$ cat src/rtl/nw_flit_injector_pkg.sv
// Shared network types: flit layout, flit type encoding and injector state.
package nw_flit_injector_pkg;

    localparam int NW_DATA_W = 32;
    localparam int NW_DEST_W = 4;

    typedef enum logic [1:0] {
        BODY     = 2'b00,
        HEAD     = 2'b01,
        TAIL     = 2'b10,
        HEADTAIL = 2'b11
    } flit_type_t;

    typedef struct packed {
        flit_type_t             flit_type;
        logic [NW_DEST_W-1:0]   output_port;
    } control_t;

    typedef struct packed {
        control_t               control;
        logic [NW_DATA_W-1:0]   data;
    } flit_t;

    typedef enum logic {
        ST_IDLE = 1'b0,
        ST_SEND = 1'b1
    } inj_state_t;

    // Flit position in the packet: the first flit is a head, the one with
    // nothing remaining after it is a tail, and a lone flit is both.
    function automatic flit_type_t flit_type_of(input logic is_first, input logic is_last);
        if (is_first && is_last) return HEADTAIL;
        else if (is_first)       return HEAD;
        else if (is_last)        return TAIL;
        else                     return BODY;
    endfunction

endpackage

$ cat src/rtl/nw_flit_injector.sv
// Injection-port flit source: turns a (dest, len) descriptor plus a stream of
// payload words into a head/body/tail flit sequence for the first pipereg.
module nw_flit_injector
    import nw_flit_injector_pkg::*;
#(
    parameter int DATA_W = NW_DATA_W,
    parameter int DEST_W = NW_DEST_W,
    parameter int LEN_W  = 4,
    parameter int CNT_W  = 16
) (
    input  logic              clk,
    input  logic              rst_n,
    input  logic              pkt_valid,
    output logic              pkt_ready,
    input  logic [DEST_W-1:0] pkt_dest,
    input  logic [LEN_W-1:0]  pkt_len,
    input  logic              word_valid,
    output logic              word_ready,
    input  logic [DATA_W-1:0] word_data,
    output logic              push,
    output flit_t             data_out,
    input  logic              ready,
    output logic              busy,
    output logic [CNT_W-1:0]  pkt_count
);

    inj_state_t        state_q, state_d;
    logic [LEN_W-1:0]  remaining_q, remaining_d;
    logic              first_q, first_d;
    logic [DEST_W-1:0] dest_q, dest_d;
    logic [CNT_W-1:0]  pkt_count_q, pkt_count_d;
    logic              last_flit;

    assign last_flit = (remaining_q == '0);

    // Next-state, handshakes and flit assembly; a tail push may take the next
    // descriptor in the same cycle so consecutive packets leave no bubble.
    always_comb begin
        state_d     = state_q;
        remaining_d = remaining_q;
        first_d     = first_q;
        dest_d      = dest_q;
        pkt_count_d = pkt_count_q;
        pkt_ready   = 1'b0;
        word_ready  = 1'b0;
        push        = 1'b0;
        busy        = 1'b0;

        data_out                     = '0;
        data_out.data                = word_data;
        data_out.control.output_port = dest_q;
        data_out.control.flit_type   = flit_type_of(first_q, last_flit);

        case (state_q)
            ST_IDLE: begin
                pkt_ready = 1'b1;
                if (pkt_valid) begin
                    dest_d      = pkt_dest;
                    remaining_d = pkt_len;
                    first_d     = 1'b1;
                    state_d     = ST_SEND;
                end
            end
            ST_SEND: begin
                busy       = 1'b1;
                word_ready = ready;
                push       = word_valid && ready;
                pkt_ready  = push && last_flit;
                if (push) begin
                    first_d     = 1'b0;
                    remaining_d = remaining_q - LEN_W'(1);
                    if (last_flit) begin
                        pkt_count_d = pkt_count_q + CNT_W'(1);
                        if (pkt_valid) begin
                            dest_d      = pkt_dest;
                            remaining_d = pkt_len;
                            first_d     = 1'b1;
                        end else begin
                            remaining_d = '0;
                            state_d     = ST_IDLE;
                        end
                    end
                end
            end
            default: state_d = ST_IDLE;
        endcase

        if (!rst_n) begin
            pkt_ready  = 1'b0;
            word_ready = 1'b0;
            push       = 1'b0;
        end
    end

    // State register; reset abandons any partial packet without a tail.
    always_ff @(posedge clk) begin
        if (!rst_n) begin
            state_q     <= ST_IDLE;
            remaining_q <= '0;
            first_q     <= 1'b0;
            pkt_count_q <= '0;
            dest_q      <= '0;
        end else begin
            state_q     <= state_d;
            remaining_q <= remaining_d;
            first_q     <= first_d;
            pkt_count_q <= pkt_count_d;
            dest_q      <= dest_d;
        end
    end

    assign pkt_count = pkt_count_q;

    // The downstream register must never see a write it cannot take.
    a_push_needs_ready: assert property (@(posedge clk) push |-> ready);

endmodule

$ cat config.mk
export PLATFORM = sky130hd
export DESIGN_NAME = nw_flit_injector
export DESIGN_NICKNAME = d
export VERILOG_FILES = /design/src/rtl/nw_flit_injector_pkg.sv /design/src/rtl/nw_flit_injector.sv
export SDC_FILE = /design/constraint.sdc
export NUM_CORES = 1
export LEC_CHECK = 0
export ABC_AREA = 1
export CORE_UTILIZATION = 39
export DETAILED_ROUTE_END_ITERATION = 10
export GPL_TIMING_DRIVEN = 0
export PLACE_DENSITY = 0.85
export SETUP_SLACK_MARGIN = 0.05
export SYNTH_ARGS = -nofsm -noshare
export SYNTH_HDL_FRONTEND = slang
export SYNTH_SLANG_ARGS = --single-unit
$ cat constraint.sdc
create_clock -name clk -period 3.8 [get_ports clk]
set_input_delay 0.57 -clock clk [delete_from_list [all_inputs] [get_ports clk]]
set_output_delay 0.57 -clock clk [all_outputs]
set_load 0.05 [all_outputs]
==> metrics.log <==
[metrics] Post-Syn Area: 1610 um2
[metrics] critical path launch point: remaining_q[0]
[metrics] Synth Register Bits: 26
[metrics] total via count after detailed routing: 1612
[metrics] Max FO, Critical Path: 4
[metrics] Setup Total Neg Slack: 0 ns
[metrics] area fraction in compound gates after synthesis: 14.45%
[metrics] number of DRC markers after the initial detailed-route iteration: 84
[metrics] worst-skew pair later-pin latency: 0.27 ns
[metrics] Vert. Die Dim: 66.26 um
[metrics] arrival time reported for the critical path endpoint: 2.22 ns
[metrics] # hold bufs at CTS: 0
[metrics] crit share post-route: 73.32%
[metrics] static leakage: 1.016 nW
[metrics] length of the first detailed-routing pass in iterations: 4
[metrics] floorplan die width: 66.26 um
[metrics] filler cell count in the final layout: 342
[metrics] drt via density: 4.606
[metrics] Synth area leader: sky130_fd_sc_hd__dfxtp_1
[metrics] number of synthesized flops with an enable pin: 0
[metrics] DRC Markers: 0
[metrics] async set or reset register ratio after synthesis: 0%
[metrics] unrepaired setup endpoints after global routing: no
[metrics] wire length of the first global-routing pass: 5520 um
[metrics] Sinks on Clock Net: 26
[metrics] setup skew after layout: 0.006002 ns
[metrics] class of the worst hold path: reg2reg
[metrics] relative slew slack: 65.71%
[metrics] vias in the first global route: 1274
[metrics] simple-gate area share of the yosys netlist: 27.04%
[metrics] Wirelength per Cell: 10.38 um
[metrics] final weighted congestion in routability-driven placement: 0.8365
[metrics] hold violation total from the final report: 0
[metrics] power consumption: 701.1 uW
[metrics] CP Data Required Time: 3.23 ns
[metrics] per-instance average area after synthesis: 7.032 um2
[metrics] final slew viol count: 0
[metrics] total of cells resized after clock tree synthesis: 0
[metrics] number of nets with antenna violations after routing: 0
[metrics] area fraction of the dominant cell type after synthesis: 32.32%
[metrics] Critical Setup Path Class: reg2out
[metrics] buffer type at the clock tree root: sky130_fd_sc_hd__clkbuf_8
[metrics] initial standard-cell utilization of the core: 42.39%
[metrics] Hold Startpoint: first_q
[metrics] standard-cell rows: 22
[metrics] top library cells by usage in the layout, fill and taps aside: 70 x sky130_fd_sc_hd__clkdlybuf4s50_1, 38 x sky130_fd_sc_hd__nand2_1, 33 x sky130_fd_sc_hd__nor2_1
[metrics] total global routing overflow: 0
[metrics] count of distinct cell types in the synthesized netlist: 26
[metrics] final period demand of the worst path: 2.786 ns
[metrics] Mapped Nets: 276
[metrics] buffers inserted during post-CTS setup optimization: 0
[metrics] main combinational cell family by area after synthesis: simple AND/OR/NAND/NOR gates
[metrics] # nets final: 351
[metrics] maximum operating frequency: 358.9 MHz
[metrics] maximum vdd ir drop: 0.0002696 V
[metrics] number of buffers created by CTS: 3
[metrics] source of the worst register-to-register timing path: remaining_q[0]
[metrics] Diodes inserted: 0
[metrics] total of warnings raised by yosys: 0
[metrics] total area of multi-input combinational cells: 710.7 um2
[metrics] Area Overhead vs Synth: 49.81%
[metrics] run status: finished, final reports clean
[metrics] Worst setup EP type: primary output
[metrics] core area: 3799 um2
[metrics] global router's overall resource usage: 15.86%
[metrics] kind of start point of the critical path: register
[metrics] post-detailed-routing wire length: 3632 um
[metrics] fraction of synthesized area in multiplexers: 0%
[metrics] Port Buffers: 70
[metrics] flip-flop and latch area: 520.5 um2
[metrics] CTS tree: done
[metrics] power per unit of standard cell area: 290.6 nW/um2
[metrics] Seq/Total Area, Yosys: 32.32%
[metrics] actual transition at the worst max-transition pin: 0.5127 ns
[metrics] XOR/XNOR Fraction of Synth Area: 1.088%
[metrics] most common cell after layout, fill and taps aside: sky130_fd_sc_hd__clkdlybuf4s50_1
[metrics] share of synthesized cell area in full adder, half adder and majority cells: 1.554%
[metrics] cell count after synthesis: 229
[metrics] number of H-tree levels: 1
[metrics] count of final setup violators: 0
[metrics] fraction of layout instances using a drive strength above 1: 16.89%
[metrics] die area: 4390 um2
[metrics] top area cells in the synthesized netlist: sky130_fd_sc_hd__dfxtp_1 32%, sky130_fd_sc_hd__buf_4 15%, sky130_fd_sc_hd__nand2_1 8.9%, sky130_fd_sc_hd__nor2_1 7.7%, sky130_fd_sc_hd__inv_1 7.0%
[metrics] most instantiated flip-flop cell in the synthesis netlist: sky130_fd_sc_hd__dfxtp_1
[metrics] pin count of the biggest net entering global routing: 14
[metrics] maximum number of buffers from clock root to sink: 2
[metrics] I/O pin cnt: 103
[metrics] clock transition at the registers of the reported paths: 0.08 ns
[metrics] Detailed Place HPWL: 2850 um
[metrics] # Max-Cap Violations: 0
[metrics] R2R setup slack: 2.28 ns
[metrics] initial antenna violation count: 0
-- critical path, cell delays in order, from the launching register on --
cell and delay (ns):
sky130_fd_sc_hd__dfxtp_1 0.33, sky130_fd_sc_hd__inv_1 0.07, sky130_fd_sc_hd__ha_1 0.19, sky130_fd_sc_hd__nand3_2 0.18, sky130_fd_sc_hd__inv_1 0.16, sky130_fd_sc_hd__a31oi_1 0.11
sky130_fd_sc_hd__nor2_1 0.11, sky130_fd_sc_hd__clkdlybuf4s50_1 0.81
-- state kept, by name (all words and copies together) (netlist names) --
name         flops
first_q          1
dest_q           4
state_q          1
pkt_count       16
remaining_q      4
-- worst paths after layout --
path | to | depth (start not counted)
setup / recovery | pkt_ready | 7
hold / removal | first_q | 2
setup reg to reg | dest_q[2] | 7
hold reg to reg | first_q | 2
-- kinds of logic (layout without fill, tap and decap cells) --
group,Yosys count,after routing
xor gates and xnor gates,2,2
adders and majority gates,2,2
AOI/OAI and AO/OA,42,42
buffers and inverters,67,140
and+or+nand+nor,90,90
DFF,26,26
-- cells in the mapped netlist, drive strengths merged (2+ instances only) --
library cell and number:
nand2 39, buf 33, o21ai 23, nor2 36, dfxtp 26, a21oi 15
nand4 4, a31oi 2, o21bai 2, ha 2, inv 31, clkbuf 3
xor2 2, nand3 8
-- per-layer routing --
layer	GRT usage, %	wire length [um]
met1	18.80	1454
met2	29.21	1841
met3	3.621	329
met4	2.394	6
met5	0	0
-- final cells by class --
type                       instances  share of cell area [%]
buffer                            36                   10.89
clock buffer                       3                   1.712
inverter                          31                   4.824
multi-input combinational        136                   29.46
sequential                        26                   21.58
tap                               48                   2.490
timing repair buffer              70                   29.05
-- where the power goes --
part	switching [mW]	total, mW	internal (mW)
sequential	0.00776	0.291	0.284
combinational	0.158	0.256	0.0976
clock	0.0828	0.154	0.0710
-- metrics by stage --
step,hold WS (ns),instance area (um2),worst slack (ns),cells,util [%]
2_1_floorplan,0.4423,1610,1.301,229,-
3_3_place_gp,0.4547,2371,1.003,347,62.42
3_5_place_dp,0.4563,2371,1.000,347,62.42
4_1_cts,0.4688,2412,0.9823,350,63.50
5_1_grt,0.4944,2412,0.8475,350,63.50
6_report,0.4659,2412,1.014,350,63.50
(Power assumes the default switching activity.)
